===== src/rtl/histogram_feeder.sv =====
// Per-row sample histogram with a frame-synchronous flush into the visualizer row RAM.
// Bars are written in ascending row order; bins can optionally clear as they are read out.
//
// state | meaning
// ACCUM | collecting samples, waiting for frame_tick_in
// FLUSH | emitting one row per cycle, index 0..SCREEN_HEIGHT-1
module histogram_feeder #(
   parameter int SCREEN_HEIGHT = 42,
   parameter int MAX_BAR       = 76,
   parameter int COUNT_WIDTH   = 16,
   parameter int SHIFT         = 0,
   parameter int AUTO_CLEAR    = 1
) (
   input  logic                             pixel_clk_in,
   input  logic                             rst_n_in,
   input  logic                             sample_valid_in,
   input  logic [$clog2(SCREEN_HEIGHT)-1:0] sample_bin_in,
   input  logic                             frame_tick_in,
   input  logic                             clear_in,
   output logic                             tg_write_en,
   output logic [$clog2(SCREEN_HEIGHT)-1:0] tg_addr,
   output logic [31:0]                      tg_input,
   output logic                             busy_out,
   output logic                             overrun_out,
   output logic [15:0]                      drop_count_out
);

   localparam int                 BW         = $clog2(SCREEN_HEIGHT);
   localparam logic [BW-1:0]      LP_LAST    = BW'(SCREEN_HEIGHT - 1);
   localparam logic [COUNT_WIDTH-1:0] LP_CNT_MAX = '1;
   localparam logic [31:0]        LP_MAX_BAR = 32'(MAX_BAR);

   typedef enum logic {ACCUM, FLUSH} state_t;

   state_t                 r_state, w_state_nxt;
   logic [BW-1:0]          r_idx, w_idx_nxt;
   logic [COUNT_WIDTH-1:0] r_cnt      [SCREEN_HEIGHT];
   logic [COUNT_WIDTH-1:0] w_cnt_nxt  [SCREEN_HEIGHT];
   logic [1:0]             r_rst_sync;
   logic                   w_rst_n;
   logic                   w_capture;
   logic                   w_drop;
   logic [COUNT_WIDTH-1:0] w_cap_val;
   logic [31:0]            w_shifted;
   logic [31:0]            w_bar;

   // Assertion is immediate; release is retimed to the clock.
   always_ff @(posedge pixel_clk_in or negedge rst_n_in) begin
      if (!rst_n_in) r_rst_sync <= 2'b00;
      else           r_rst_sync <= {r_rst_sync[0], 1'b1};
   end
   assign w_rst_n = r_rst_sync[1];

   always_comb begin
      w_state_nxt = r_state;
      w_idx_nxt   = r_idx;
      w_capture   = 1'b0;
      case (r_state)
         ACCUM: begin
            if (frame_tick_in) begin
               w_state_nxt = FLUSH;
               w_idx_nxt   = '0;
            end
         end
         FLUSH: begin
            w_capture = 1'b1;
            if (r_idx == LP_LAST) begin
               w_state_nxt = ACCUM;
               w_idx_nxt   = '0;
            end else begin
               w_idx_nxt = r_idx + 1'b1;
            end
         end
         default: w_state_nxt = ACCUM;
      endcase
   end

   always_ff @(posedge pixel_clk_in or negedge w_rst_n) begin
      if (!w_rst_n) begin
         r_state <= ACCUM;
         r_idx   <= '0;
      end else begin
         r_state <= w_state_nxt;
         r_idx   <= w_idx_nxt;
      end
   end

   assign w_cap_val = r_cnt[r_idx];
   assign w_shifted = 32'(w_cap_val >> SHIFT);
   assign w_bar     = (w_shifted > LP_MAX_BAR) ? LP_MAX_BAR : w_shifted;
   assign w_drop    = sample_valid_in && ({1'b0, sample_bin_in} >= (BW+1)'(SCREEN_HEIGHT));

   // Capture-clear happens before the increment so a colliding sample lands in the new frame.
   always_comb begin
      for (int j = 0; j < SCREEN_HEIGHT; j++) begin
         w_cnt_nxt[j] = r_cnt[j];
         if ((AUTO_CLEAR != 0) && w_capture && (r_idx == BW'(j)))
            w_cnt_nxt[j] = '0;
         if (sample_valid_in && (sample_bin_in == BW'(j)) && (w_cnt_nxt[j] != LP_CNT_MAX))
            w_cnt_nxt[j] = w_cnt_nxt[j] + 1'b1;
         if (clear_in)
            w_cnt_nxt[j] = '0;
      end
   end

   always_ff @(posedge pixel_clk_in or negedge w_rst_n) begin
      if (!w_rst_n) begin
         for (int j = 0; j < SCREEN_HEIGHT; j++) r_cnt[j] <= '0;
      end else begin
         r_cnt <= w_cnt_nxt;
      end
   end

   always_ff @(posedge pixel_clk_in or negedge w_rst_n) begin
      if (!w_rst_n) begin
         tg_write_en    <= 1'b0;
         tg_addr        <= '0;
         tg_input       <= '0;
         busy_out       <= 1'b0;
         overrun_out    <= 1'b0;
         drop_count_out <= '0;
      end else begin
         tg_write_en <= w_capture;
         tg_addr     <= w_capture ? r_idx : '0;
         tg_input    <= w_capture ? w_bar : '0;
         busy_out    <= (w_state_nxt == FLUSH);
         overrun_out <= (r_state == FLUSH) && frame_tick_in;
         if (w_drop && (drop_count_out != 16'hFFFF))
            drop_count_out <= drop_count_out + 16'd1;
      end
   end

endmodule


===== config.mk =====
export PLATFORM = sky130hd
export DESIGN_NAME = histogram_feeder
export DESIGN_NICKNAME = d
export VERILOG_FILES = /design/src/rtl/histogram_feeder.sv
export SDC_FILE = /design/constraint.sdc
export NUM_CORES = 2
export LEC_CHECK = 0
export BUFFER_PORTS_ARGS = -buffer_cell sky130_fd_sc_hd__buf_4
export CORE_MARGIN = 2
export CORE_UTILIZATION = 35
export DETAILED_ROUTE_END_ITERATION = 10
export GPL_ROUTABILITY_DRIVEN = 1
export GPL_TIMING_DRIVEN = 0
export PLACE_DENSITY_LB_ADDON = 0.08
export SLEW_MARGIN = 5
export SYNTH_ARGS = -nofsm -noshare
export SYNTH_HDL_FRONTEND = slang
export SYNTH_SLANG_ARGS = --single-unit

===== constraint.sdc =====
create_clock -name pixel_clk_in -period 29.7 [get_ports pixel_clk_in]
set_clock_uncertainty 0.2 [all_clocks]
set_input_delay 2.97 -clock pixel_clk_in [delete_from_list [all_inputs] [get_ports pixel_clk_in]]
set_output_delay 2.97 -clock pixel_clk_in [all_outputs]
set_load 0.05 [all_outputs]

==> flow_metrics.env <==
export IMPL_status="finished, violations left"
export IMPL_violations="capacitance limit, slew limit"
export IMPL_drt_pass1_iterations=5
export IMPL_fp_dieW_um=352
export IMPL_hold_viol=0
export IMPL_wl_per_cell_um=27.5
export IMPL_hold_path_class="register to async pin"
export IMPL_cts_sinks=721
export IMPL_gr_total_overflow=0
export IMPL_async_flop_share_pct=100
export IMPL_finish_net_count=4879
export IMPL_htreeDepth=3
export IMPL_synth_cell_types=84
export IMPL_io_pins=68
export IMPL_ys_ff_latch=721
export IMPL_crit_top_cell="buf_2"
export IMPL_root_buffer="clkbuf_16"
export IMPL_rsz0062_at_grt="no"
export IMPL_path_buf_inv=7
export IMPL_path_clk_slew_ns=0.06
export IMPL_remaining_drc_errors=0
export IMPL_crit_required_ns=29.99
export IMPL_synth_top_cell_area_share_pct=42.5
export IMPL_cts_buffer_depth=3
export IMPL_fin_crit_ns=7.23
export IMPL_io_buffers=50
export IMPL_grt_max_degree=64
export IMPL_synthTopCellsByArea="dfrtp_1 (42%), nor2_1 (6.8%), xor2_1 (6.7%)"
export IMPL_num_vias=37156
export IMPL_fmax_mhz=138
export IMPL_avgViaCountPerCell=5.71
export IMPL_die_area_mm2=0.124
export IMPL_synth_compound_area_share_pct=7.20
export IMPL_drt_initial_drc_count=4098
export IMPL_finalMaxSlewViolations=2
export IMPL_synth_mux_area_fraction_pct=6.71
export IMPL_crit_start="r_idx[1]$_DFFE_PN0P_"
export IMPL_floorplan_die_height_um=352
export IMPL_ys_flop_type="dfrtp_1"
export IMPL_critPathKind="register to register"
export IMPL_slowest_stage="a2111oi_0"
export IMPL_synth_top_family_by_area="simple AND/OR/NAND/NOR gates"
export IMPL_end_kind="register"
export IMPL_stdcell_area_mm2=0.0485
export IMPL_grt_pass1_wl_mm=257
export IMPL_drive_gt1_share_pct=8.79
export IMPL_p_per_area_mw_per_mm2=66.8
export IMPL_core_mm2=0.120
export IMPL_grt_usage_pct=28.3
export IMPL_synth_cells=4635
export IMPL_slew_headroom_pct=-8.38
export IMPL_postCtsSetupRepairBufs=0
export IMPL_antenna_found_initial=19
export IMPL_timing_setup_tns_ns=0
export IMPL_worst_slew_pin_slew_ns=1.58
export IMPL_gp_congestion=0.978
export IMPL_crit_chain="buf_6, buf_6, buf_4, buf_2, buf_2, buf_2, buf_2, mux2i_1, a2111oi_0, a31oi_1, o221ai_1, o21ai_0, nor4_1"
export IMPL_max_stage_delay_ns=1.38
export IMPL_synth_xor_area_share_pct=12.2
export IMPL_synthesis_area_mm2=0.0425
export IMPL_vdd_ir_drop_max_mv=0.0673
export IMPL_reg2reg_from="r_idx[1]$_DFFE_PN0P_"
export IMPL_routed_wl_mm=179
export IMPL_worstPathMaxFanout=10
export IMPL_dp_hpwl_mm=131
export IMPL_post_route_period_util_pct=24.3
export IMPL_synthAdderAreaFrac_pct=1.38
export IMPL_holdBufCountCts=0
export IMPL_placed_area_mm2=0.0454
export IMPL_cts_buffers_inserted=91
export IMPL_setup_viol=0
export IMPL_synth_edf_count=0
export IMPL_yosys_area_share_simple_pct=27.0
export IMPL_rows=127
export IMPL_syn_avg_cell_area_um2=9.17
export IMPL_cts_tree="built"
export IMPL_cp_arrival_ns=7.51
export IMPL_post_cts_resized=0
export IMPL_ant_nets=0
export IMPL_synth_seq_area_share_pct=42.5
export IMPL_yosys_warnings=0
export IMPL_cap_violations=1
export IMPL_area_growth_pct=14.1
export IMPL_first_global_vias=34905
export IMPL_leakage_nw=19.8
export IMPL_clock_latency_ns=0.71
export IMPL_critPathTopFamily="buffers and inverters"
export IMPL_start_util_pct=35.4
export IMPL_worst_setup_path_start_kind="register"
export IMPL_yosysTopAreaCell="dfrtp_1"
## metrics by stage
| stage | hold WS (ns) | worst slack [ns] | std cells | utilization, % | total power, mW |
|---|---|---|---|---|---|
| after global routing | 0.137 | 22.82 | 6506 | 40.3 | 3.29 |
| after detailed placement | 0.113 | 22.70 | 6340 | 37.8 | 2.06 |
| after global placement | 0.133 | -3.25 | 6321 | 37.4 | 2.05 |
| final | 0.0957 | 22.47 | 6510 | 40.3 | 3.24 |
| after CTS | 0.122 | 23.00 | 6506 | 40.3 | 3.22 |
| after floorplan | 0.131 | 7.92 | 4659 | - | 1.50 |
## kinds of logic (layout without fill, tap and decap cells)
group / after synthesis / in the layout
buffers and inverters: 296 / 531
other: 2 / 30
flip-flops: 721 / 721
AO/OA/AOI/OAI: 449 / 449
multiplexers: 178 / 178
adder cells (fa/ha/maj): 47 / 47
AND/OR/NAND/NOR: 2352 / 2352
XOR/XNOR: 590 / 590
## final timing paths
check	endpoint	slack, ns	cells past startpoint
max	tg_input[1]$_DFF_PN0_	22.47	13
min	tg_input[8]$_DFF_PN0_	0.1	0
max reg2reg	tg_input[1]$_DFF_PN0_	22.47	13
min reg2reg	tg_input[8]$_DFF_PN0_	0.1	0
max in group asynchronous	r_cnt[108]$_DFF_PN0_	27.24	5
min in group pixel_clk_in	r_rst_sync[1]$_DFF_PN0_	0.15	0
## placed cells by master, fill, tap and decap left out, types with 51 or more instances in the layout
| cell type | instances |
|---|---|
| nand4_1 | 169 |
| mux4_2 | 74 |
| clkbuf_1 | 124 |
| nand3_1 | 220 |
| xnor2_1 | 264 |
| or3_1 | 57 |
| inv_1 | 80 |
| clkbuf_16 | 91 |
| nand2b_1 | 51 |
| xor2_1 | 326 |
| mux2i_1 | 75 |
| nor3_1 | 114 |
| nor2_1 | 762 |
| nand2_1 | 515 |
| o21ai_0 | 87 |
| dfrtp_1 | 720 |
| and4_1 | 64 |
| and3_1 | 107 |
| a21oi_1 | 114 |
| and2_1 | 122 |
| buf_4 | 74 |
## metal layers
metal	wire length [um]	global-route usage (%)	vias up
li1	-	-	16611
met1	79000	40.2	18570
met2	76600	41.6	1626
met3	15400	5.90	339
met4	8190	12.3	10
met5	75	0	-
## synth_stat cells (all sizes together) (12+ instances only)
cell	count
nor2	765
dfrtp	721
nand2	515
xor2	326
xnor2	264
nand3	220
nand4	169
and2	127
nor3	115
a21oi	114
clkbuf	112
and3	107
buf	103
o21ai	91
mux4	81
inv	80
mux2i	75
and4	64
or3	57
nand2b	51
ha	47
nor4	41
nor2b	36
a211oi	30
a31oi	26
mux2	22
o2111ai	22
a2111oi	21
o211ai	18
nor4b	15
a22oi	14
o22ai	12
## flip-flops by register name, summed over array words and instances, names as in the netlist
signal,flops
busy_out,1
overrun_out,1
drop_count_out,16
tg_addr,6
r_idx,6
r_rst_sync,2
r_cnt,672
tg_input,16
tg_write_en,1
## report_power, final
group          internal (mW)  switching, mW  total [mW]
registers              0.998         0.0143        1.01
logic                  0.225          0.848        1.07
clock network          0.672          0.478        1.15
## area by class of cell
class / count / area [um^2]
multi-input combinational: 3642 / 23300
sequential: 721 / 18000
antenna: 4 / 10.0
fill: 12194 / 71700
tap: 1612 / 2020
clock buffer: 129 / 2610
inverter: 81 / 304
clock inverter: 37 / 404
buffer: 215 / 1010
timing repair buffer: 69 / 787
Note: power is estimated with default switching activity, not from simulation.
